## src/rtl/mem_data_port_arbiter_if.sv

```systemverilog
// Requester-side bundle for the shared memory data port arbiter.
// Port 0 = CPU load/store path, port 1 = debug/DMA loader.
//   req/we/addr/wdata : request, held stable until the matching gnt
//   gnt0/gnt1         : request accepted this cycle (combinational)
//   stall0            : port 0 requesting but not granted
//   rvalid0/rvalid1   : load response for that port is on rdata this cycle
//   rdata             : shared response data
interface mem_data_port_arbiter_if;
   localparam int unsigned AW = 15;
   localparam int unsigned DW = 16;

   logic          req0;
   logic          we0;
   logic [AW-1:0] addr0;
   logic [DW-1:0] wdata0;
   logic          gnt0;
   logic          stall0;
   logic          rvalid0;

   logic          req1;
   logic          we1;
   logic [AW-1:0] addr1;
   logic [DW-1:0] wdata1;
   logic          gnt1;
   logic          rvalid1;

   logic [DW-1:0] rdata;

   modport master (
      output req0, we0, addr0, wdata0, req1, we1, addr1, wdata1,
      input  gnt0, stall0, rvalid0, gnt1, rvalid1, rdata
   );

   modport slave (
      input  req0, we0, addr0, wdata0, req1, we1, addr1, wdata1,
      output gnt0, stall0, rvalid0, gnt1, rvalid1, rdata
   );
endinterface

```

## src/rtl/mem_data_port_arbiter.sv

```systemverilog
// Arbiter sharing the single data read/write port of the unified 16-bit memory.
// Port 0 has fixed priority; after MAX_WAIT consecutive port-1 denials one cycle
// is reserved for port 1. Load responses return READ_LATENCY cycles after grant,
// tagged with the issuing port.
//   clk, rst_n      : clock, asynchronous active-low reset
//   bus (slave)     : requester handshakes, grants, stall, response valid/data
//   mem_raddr       : memory read address (granted address, else 0)
//   mem_rdata       : memory read data, passed straight through to rdata
//   mem_wen/waddr/wdata : memory write port, driven for a granted store
module mem_data_port_arbiter #(
   parameter int unsigned READ_LATENCY = 2,
   parameter int unsigned MAX_WAIT     = 4
) (
   input  logic                     clk,
   input  logic                     rst_n,
   mem_data_port_arbiter_if.slave   bus,
   output logic [14:0]              mem_raddr,
   input  logic [15:0]              mem_rdata,
   output logic                     mem_wen,
   output logic [14:0]              mem_waddr,
   output logic [15:0]              mem_wdata
);
   localparam int unsigned AW = 15;
   localparam int unsigned DW = 16;
   localparam int unsigned CW = 4;
   localparam logic [CW-1:0] WAIT_MAX = CW'(MAX_WAIT);

   typedef enum logic [0:0] {ST_NORMAL, ST_FORCE} state_t;

   state_t                  state;
   logic [CW-1:0]           wait_cnt;
   logic [CW-1:0]           wait_nxt;
   logic                    gnt0;
   logic                    gnt1;
   logic                    any_gnt;
   logic                    g_we;
   logic [AW-1:0]           g_addr;
   logic [DW-1:0]           g_wdata;
   logic                    load_gnt;
   logic [READ_LATENCY-1:0] pipe_v;
   logic [READ_LATENCY-1:0] pipe_id;

   // Grant selection; held off entirely while in reset
   always_comb begin
      gnt0 = 1'b0;
      gnt1 = 1'b0;
      if (rst_n) begin
         case (state)
            ST_NORMAL: begin
               gnt0 = bus.req0;
               gnt1 = bus.req1 & ~bus.req0;
            end
            ST_FORCE: begin
               gnt1 = bus.req1;
            end
            default: ;
         endcase
      end
   end

   assign bus.gnt0   = gnt0;
   assign bus.gnt1   = gnt1;
   assign bus.stall0 = rst_n & bus.req0 & ~gnt0;

   // Mux the winning request onto the memory port
   assign any_gnt  = gnt0 | gnt1;
   assign g_we     = gnt1 ? bus.we1    : bus.we0;
   assign g_addr   = gnt1 ? bus.addr1  : bus.addr0;
   assign g_wdata  = gnt1 ? bus.wdata1 : bus.wdata0;
   assign load_gnt = any_gnt & ~g_we;

   assign mem_wen   = any_gnt & g_we;
   assign mem_waddr = mem_wen ? g_addr  : AW'(0);
   assign mem_wdata = mem_wen ? g_wdata : DW'(0);
   assign mem_raddr = any_gnt ? g_addr  : AW'(0);

   // Starvation count of consecutive port-1 denials, saturating
   always_comb begin
      wait_nxt = wait_cnt;
      if (!bus.req1 || gnt1) begin
         wait_nxt = '0;
      end else if (wait_cnt < WAIT_MAX) begin
         wait_nxt = wait_cnt + CW'(1);
      end
   end

   // Enter FORCE on the denial that reaches the limit so port 1 wins the very next cycle
   always_ff @(posedge clk or negedge rst_n) begin
      if (!rst_n) begin
         state    <= ST_NORMAL;
         wait_cnt <= '0;
      end else begin
         case (state)
            ST_NORMAL: begin
               wait_cnt <= wait_nxt;
               if (wait_nxt == WAIT_MAX) state <= ST_FORCE;
            end
            ST_FORCE: begin
               state    <= ST_NORMAL;
               wait_cnt <= '0;
            end
            default: begin
               state    <= ST_NORMAL;
               wait_cnt <= '0;
            end
         endcase
      end
   end

   // Response tag pipe, aligned with the memory's fixed read latency
   always_ff @(posedge clk or negedge rst_n) begin
      if (!rst_n) begin
         pipe_v  <= '0;
         pipe_id <= '0;
      end else begin
         pipe_v[0]  <= load_gnt;
         pipe_id[0] <= gnt1;
         for (int i = 1; i < int'(READ_LATENCY); i++) begin
            pipe_v[i]  <= pipe_v[i-1];
            pipe_id[i] <= pipe_id[i-1];
         end
      end
   end

   assign bus.rvalid0 = pipe_v[READ_LATENCY-1] & ~pipe_id[READ_LATENCY-1];
   assign bus.rvalid1 = pipe_v[READ_LATENCY-1] &  pipe_id[READ_LATENCY-1];
   assign bus.rdata   = mem_rdata;
endmodule

```

## src/flat_wrapper.sv

```systemverilog
// flat-port wrapper written by rule: the top's interface ports become plain ports
module mem_data_port_arbiter_flat 
#(
   parameter int unsigned READ_LATENCY = 2,
   parameter int unsigned MAX_WAIT     = 4
)
  (clk, rst_n, mem_raddr, mem_rdata, mem_wen, mem_waddr, mem_wdata, bus_req0, bus_we0, bus_addr0, bus_wdata0, bus_req1, bus_we1, bus_addr1, bus_wdata1, bus_gnt0, bus_stall0, bus_rvalid0, bus_gnt1, bus_rvalid1, bus_rdata);
  mem_data_port_arbiter_if bus_i ();
  input  logic clk;
  input  logic rst_n;
  output logic [14:0] mem_raddr;
  input  logic [15:0] mem_rdata;
  output logic mem_wen;
  output logic [14:0] mem_waddr;
  output logic [15:0] mem_wdata;
  input wire logic [$bits(bus_i.req0)-1:0] bus_req0;
  input wire logic [$bits(bus_i.we0)-1:0] bus_we0;
  input wire logic [$bits(bus_i.addr0)-1:0] bus_addr0;
  input wire logic [$bits(bus_i.wdata0)-1:0] bus_wdata0;
  input wire logic [$bits(bus_i.req1)-1:0] bus_req1;
  input wire logic [$bits(bus_i.we1)-1:0] bus_we1;
  input wire logic [$bits(bus_i.addr1)-1:0] bus_addr1;
  input wire logic [$bits(bus_i.wdata1)-1:0] bus_wdata1;
  output wire logic [$bits(bus_i.gnt0)-1:0] bus_gnt0;
  output wire logic [$bits(bus_i.stall0)-1:0] bus_stall0;
  output wire logic [$bits(bus_i.rvalid0)-1:0] bus_rvalid0;
  output wire logic [$bits(bus_i.gnt1)-1:0] bus_gnt1;
  output wire logic [$bits(bus_i.rvalid1)-1:0] bus_rvalid1;
  output wire logic [$bits(bus_i.rdata)-1:0] bus_rdata;
  assign bus_i.req0 = bus_req0;
  assign bus_i.we0 = bus_we0;
  assign bus_i.addr0 = bus_addr0;
  assign bus_i.wdata0 = bus_wdata0;
  assign bus_i.req1 = bus_req1;
  assign bus_i.we1 = bus_we1;
  assign bus_i.addr1 = bus_addr1;
  assign bus_i.wdata1 = bus_wdata1;
  assign bus_gnt0 = bus_i.gnt0;
  assign bus_stall0 = bus_i.stall0;
  assign bus_rvalid0 = bus_i.rvalid0;
  assign bus_gnt1 = bus_i.gnt1;
  assign bus_rvalid1 = bus_i.rvalid1;
  assign bus_rdata = bus_i.rdata;
  mem_data_port_arbiter #(.READ_LATENCY(READ_LATENCY), .MAX_WAIT(MAX_WAIT)) u_core (.clk(clk), .rst_n(rst_n), .bus(bus_i), .mem_raddr(mem_raddr), .mem_rdata(mem_rdata), .mem_wen(mem_wen), .mem_waddr(mem_waddr), .mem_wdata(mem_wdata));
endmodule
```

## config.mk

```make
export PLATFORM = sky130hd
export DESIGN_NAME = mem_data_port_arbiter_flat
export DESIGN_NICKNAME = d
export VERILOG_FILES = /design/src/rtl/mem_data_port_arbiter_if.sv /design/src/rtl/mem_data_port_arbiter.sv /design/src/flat_wrapper.sv
export SDC_FILE = /design/constraint.sdc
export NUM_CORES = 1
export LEC_CHECK = 0
export ABC_AREA = 1
export BUFFER_PORTS_ARGS = -buffer_cell sky130_fd_sc_hd__buf_2
export CELL_PAD_IN_SITES_DETAIL_PLACEMENT = 1
export CELL_PAD_IN_SITES_GLOBAL_PLACEMENT = 1
export CORE_MARGIN = 10
export CORE_UTILIZATION = 17
export CTS_CLUSTER_DIAMETER = 60
export DETAILED_ROUTE_END_ITERATION = 8
export GPL_TIMING_DRIVEN = 0
export MAX_ROUTING_LAYER = met4
export PLACE_DENSITY = 0.84
export SKIP_LAST_GASP = 1
export SYNTH_ARGS = -nofsm -noshare
export SYNTH_HDL_FRONTEND = slang
export SYNTH_SLANG_ARGS = --single-unit
```

## constraint.sdc

```tcl
create_clock -name clk -period 1.27 [get_ports clk]
set_clock_uncertainty 0.05 [all_clocks]
set_input_delay 0.0635 -clock clk [delete_from_list [all_inputs] [get_ports clk]]
set_output_delay 0.0635 -clock clk [all_outputs]
set_load 0.02 [all_outputs]
```

==> qor.yml <==
run_status:
  status: "complete, but fails checks"
  violations: "setup timing"
setup_path:
  crit_family: "buffers and inverters"
  rr_startpoint: "u_core.state"
  slowest_stage: "dfrtp_2"
  worstPathMaxFanout: 10
  r2r_setup_slack_ns: -0.14
  arrival_ns: 1.66
  end_kind: "output pin"
  worstSetupStartpointType: "register"
  reg2regPathDepth: 5
  cp_cell_sequence: "inv_2 > nand2_4 > nand2_8 > buf_12 > buf_12 > nand2_1 > o21ai_4 > nor2_4 > buf_2"
  critPathKind: "reg -> out"
  crit_path_frequent_cell: "buf_12"
  worstPathRequired_ns: 1.16
  reg2reg_to: "u_core.wait_cnt[0]"
  crit_buf_inv: 4
  slowest_delay_ns: 0.43
  cp.depth: 9
floorplan:
  start_util: 0.174
  dieWidth_um: 106
  die-area_sq_um: 11200
  rows: 31
  core_area_sq_um: 7210
  ios: 152
  die_h_um: 106
global_routing:
  overflow: 0
  grtUsageTotal: 0.131
  antenna_found_initial: 0
  grt_max_degree: 12
  grt_pass1_wl_um: 11800
  grt_pass1_vias: 2338
cells_and_area:
  final_common_cell: "buf_2"
  syn_to_final_growth_pct: 144
  postLayoutCellArea_sq_um: 3070
  final_nets: 471
  fillers: 929
  drive_above_1_share: 0.660
  final_cell_mix: "buf_2 (89), nand2_1 (62), buf_4 (45)"
  diodes: 0
place:
  gp_congestion: 0.756
  io_buffers: 135
  hpwl_um: 5880
  placed_area_sq_um: 2380
pwr:
  fin_total_pwr_uw: 1790
  p_leak_uw: 0.00168
  power_density_nw_per_um2: 583
  vdd.ir_drop.worst_mv: 0.170
synth:
  yosysTopAreaCellShare: 0.227
  synth_top_family_by_area: "simple AND/OR/NAND/NOR gates"
  synth.area.mux_share: 0
  synth_fa_ha_area_frac: 0.00996
  synth_warnings: 0
  ys_ff_latch: 9
  yosys-top-cells-area: "nand2_1 (23%), dfrtp_1 (18%), nor2_1 (16%)"
  synth.yosys.seq_area_share: 0.179
  synth_cells: 236
  synth-simple-area-share: 0.421
  synth-xor-area-share: 0
  yosysTopAreaCell: "nand2_1"
  synth-compound-area-share: 0.0817
  syn-num-nets: 321
  avgSynthCellArea_sq_um: 5.32
  yosys.cell_types.count: 17
  synth_area_sq_um: 1260
clock_tree:
  cts_sinks: 9
  ctsHtreeMaxLevel: 1
  cts.clk_slew.worst_paths_ns: 0.04
  clk_latency_ns: 0.23
  clock_path_buffers: 2
  cts-root-buf: "clkbuf_8"
  cts_tree: "done"
  cts-buffers-inserted: 3
route:
  drc: 0
  drtPass1Iterations: 4
  vias: 1963
  antenna_left: 0
  drt-initial-drc-count: 19
  vias_per_cell: 4.06
  wl_per_cell_um: 15.2
  routed_wl_um: 7340
sta:
  rsz0062_at_grt: "true"
  period_minus_slack_ns: 1.77
  tightest_slew_ns: 0.392
  post-route-period-util: 1.40
  clock.fmax_mhz: 564
  setup_viol: 52
  fin_setup_tns_ns: -22.03
  layout_setup_ws_ns: -0.504
  relSlewSlack: 0.738
  hold_viol: 0
  slew_viol_final: 0
worst_hold_path:
  hold_start: "bus_we1"
  hold-path-cell-count: 4
  hold_end: "u_core.pipe_v[0]"
  hp-class: "in -> reg"
flow_run:
  max_cap_violations: 0
-- per-layer routing --
| layer | vias to the layer above | GRT usage | wire (um) |
|---|---|---|---|
| met5 | - | - | 0 |
| met4 | 0 | 0.0300 | 80 |
| met3 | 6 | 0.0248 | 422 |
| met2 | 92 | 0.250 | 4000 |
| met1 | 896 | 0.134 | 2840 |
| li1 | 969 | - | - |
-- through the flow --
stage	setup slack [ns]	hold WS (ns)	instances	utilization
finish	-0.504	0.0909	484	0.425
global route	-0.574	0.114	484	0.425
CTS	-0.492	0.0953	483	0.416
detailed placement	-0.416	-0.111	470	0.331
global placement	-0.338	-0.114	470	0.331
floorplan	-0.0689	-0.282	236	-
-- cells by family after synthesis --
| kind of cell | count (synthesis) |
|---|---|
| buffers and inverters | 70 |
| and+or+nand+nor | 136 |
| DFF | 9 |
| AOI/OAI and AO/OA | 20 |
| adders and majority gates | 1 |
-- synth_stat cells, drive strengths merged --
| library cell | n |
|---|---|
| dfrtp | 9 |
| buf | 26 |
| a21oi | 3 |
| nand2 | 78 |
| a21boi | 1 |
| o21ai | 16 |
| nand3 | 3 |
| inv | 44 |
| ha | 1 |
| and2 | 2 |
| nor2 | 53 |
-- power by group --
part	total, uW	internal, uW	switching, uW
registers	310	302	8.41
clock network	321	218	103
logic	1160	522	636
-- tightest hold or removal path, delay by kind of cell --
kind,cells,cell delay (ns)
buffers and inverters,2,0.12
AND/OR/NAND/NOR,1,0.08
AO/OA/AOI/OAI,1,0.06
-- flip-flops by register name (all words and copies together), names as in the netlist --
name,flops
u_core.pipe_id,2
u_core.pipe_v,2
u_core.state,1
u_core.wait_cnt,4
-- worst max-delay path by stage --
stage / from / endpoint / slack, ns
finish: u_core.state / mem_raddr[4] / -0.50
global route: u_core.state / mem_wdata[9] / -0.57
CTS: u_core.state / mem_wdata[0] / -0.49
detailed placement: rst_n / mem_raddr[4] / -0.42
global placement: rst_n / mem_raddr[12] / -0.34
floorplan: u_core.state / mem_waddr[14] / -0.07
-- final cells by class --
| class | count | area (sq um) | area share |
|---|---|---|---|
| Sequential cell | 9 | 226 | 0.0738 |
| Buffer | 25 | 274 | 0.0894 |
| Inverter | 44 | 173 | 0.0563 |
| Multi-Input combinational cell | 157 | 1170 | 0.383 |
| Clock buffer | 4 | 45.0 | 0.0147 |
| Timing Repair Buffer | 146 | 1050 | 0.342 |
| Tap cell | 99 | 124 | 0.0404 |
-- what timing repair did --
item,CTS,global route
endpoints found under the setup margin,52,54
buffers inserted,7,0
gates resized for setup,125,10
hold buffers,1,0
pin swaps,3,3
gates cloned,2,1
endpoints found under the hold margin,9,0
(Power assumes the default switching activity.)
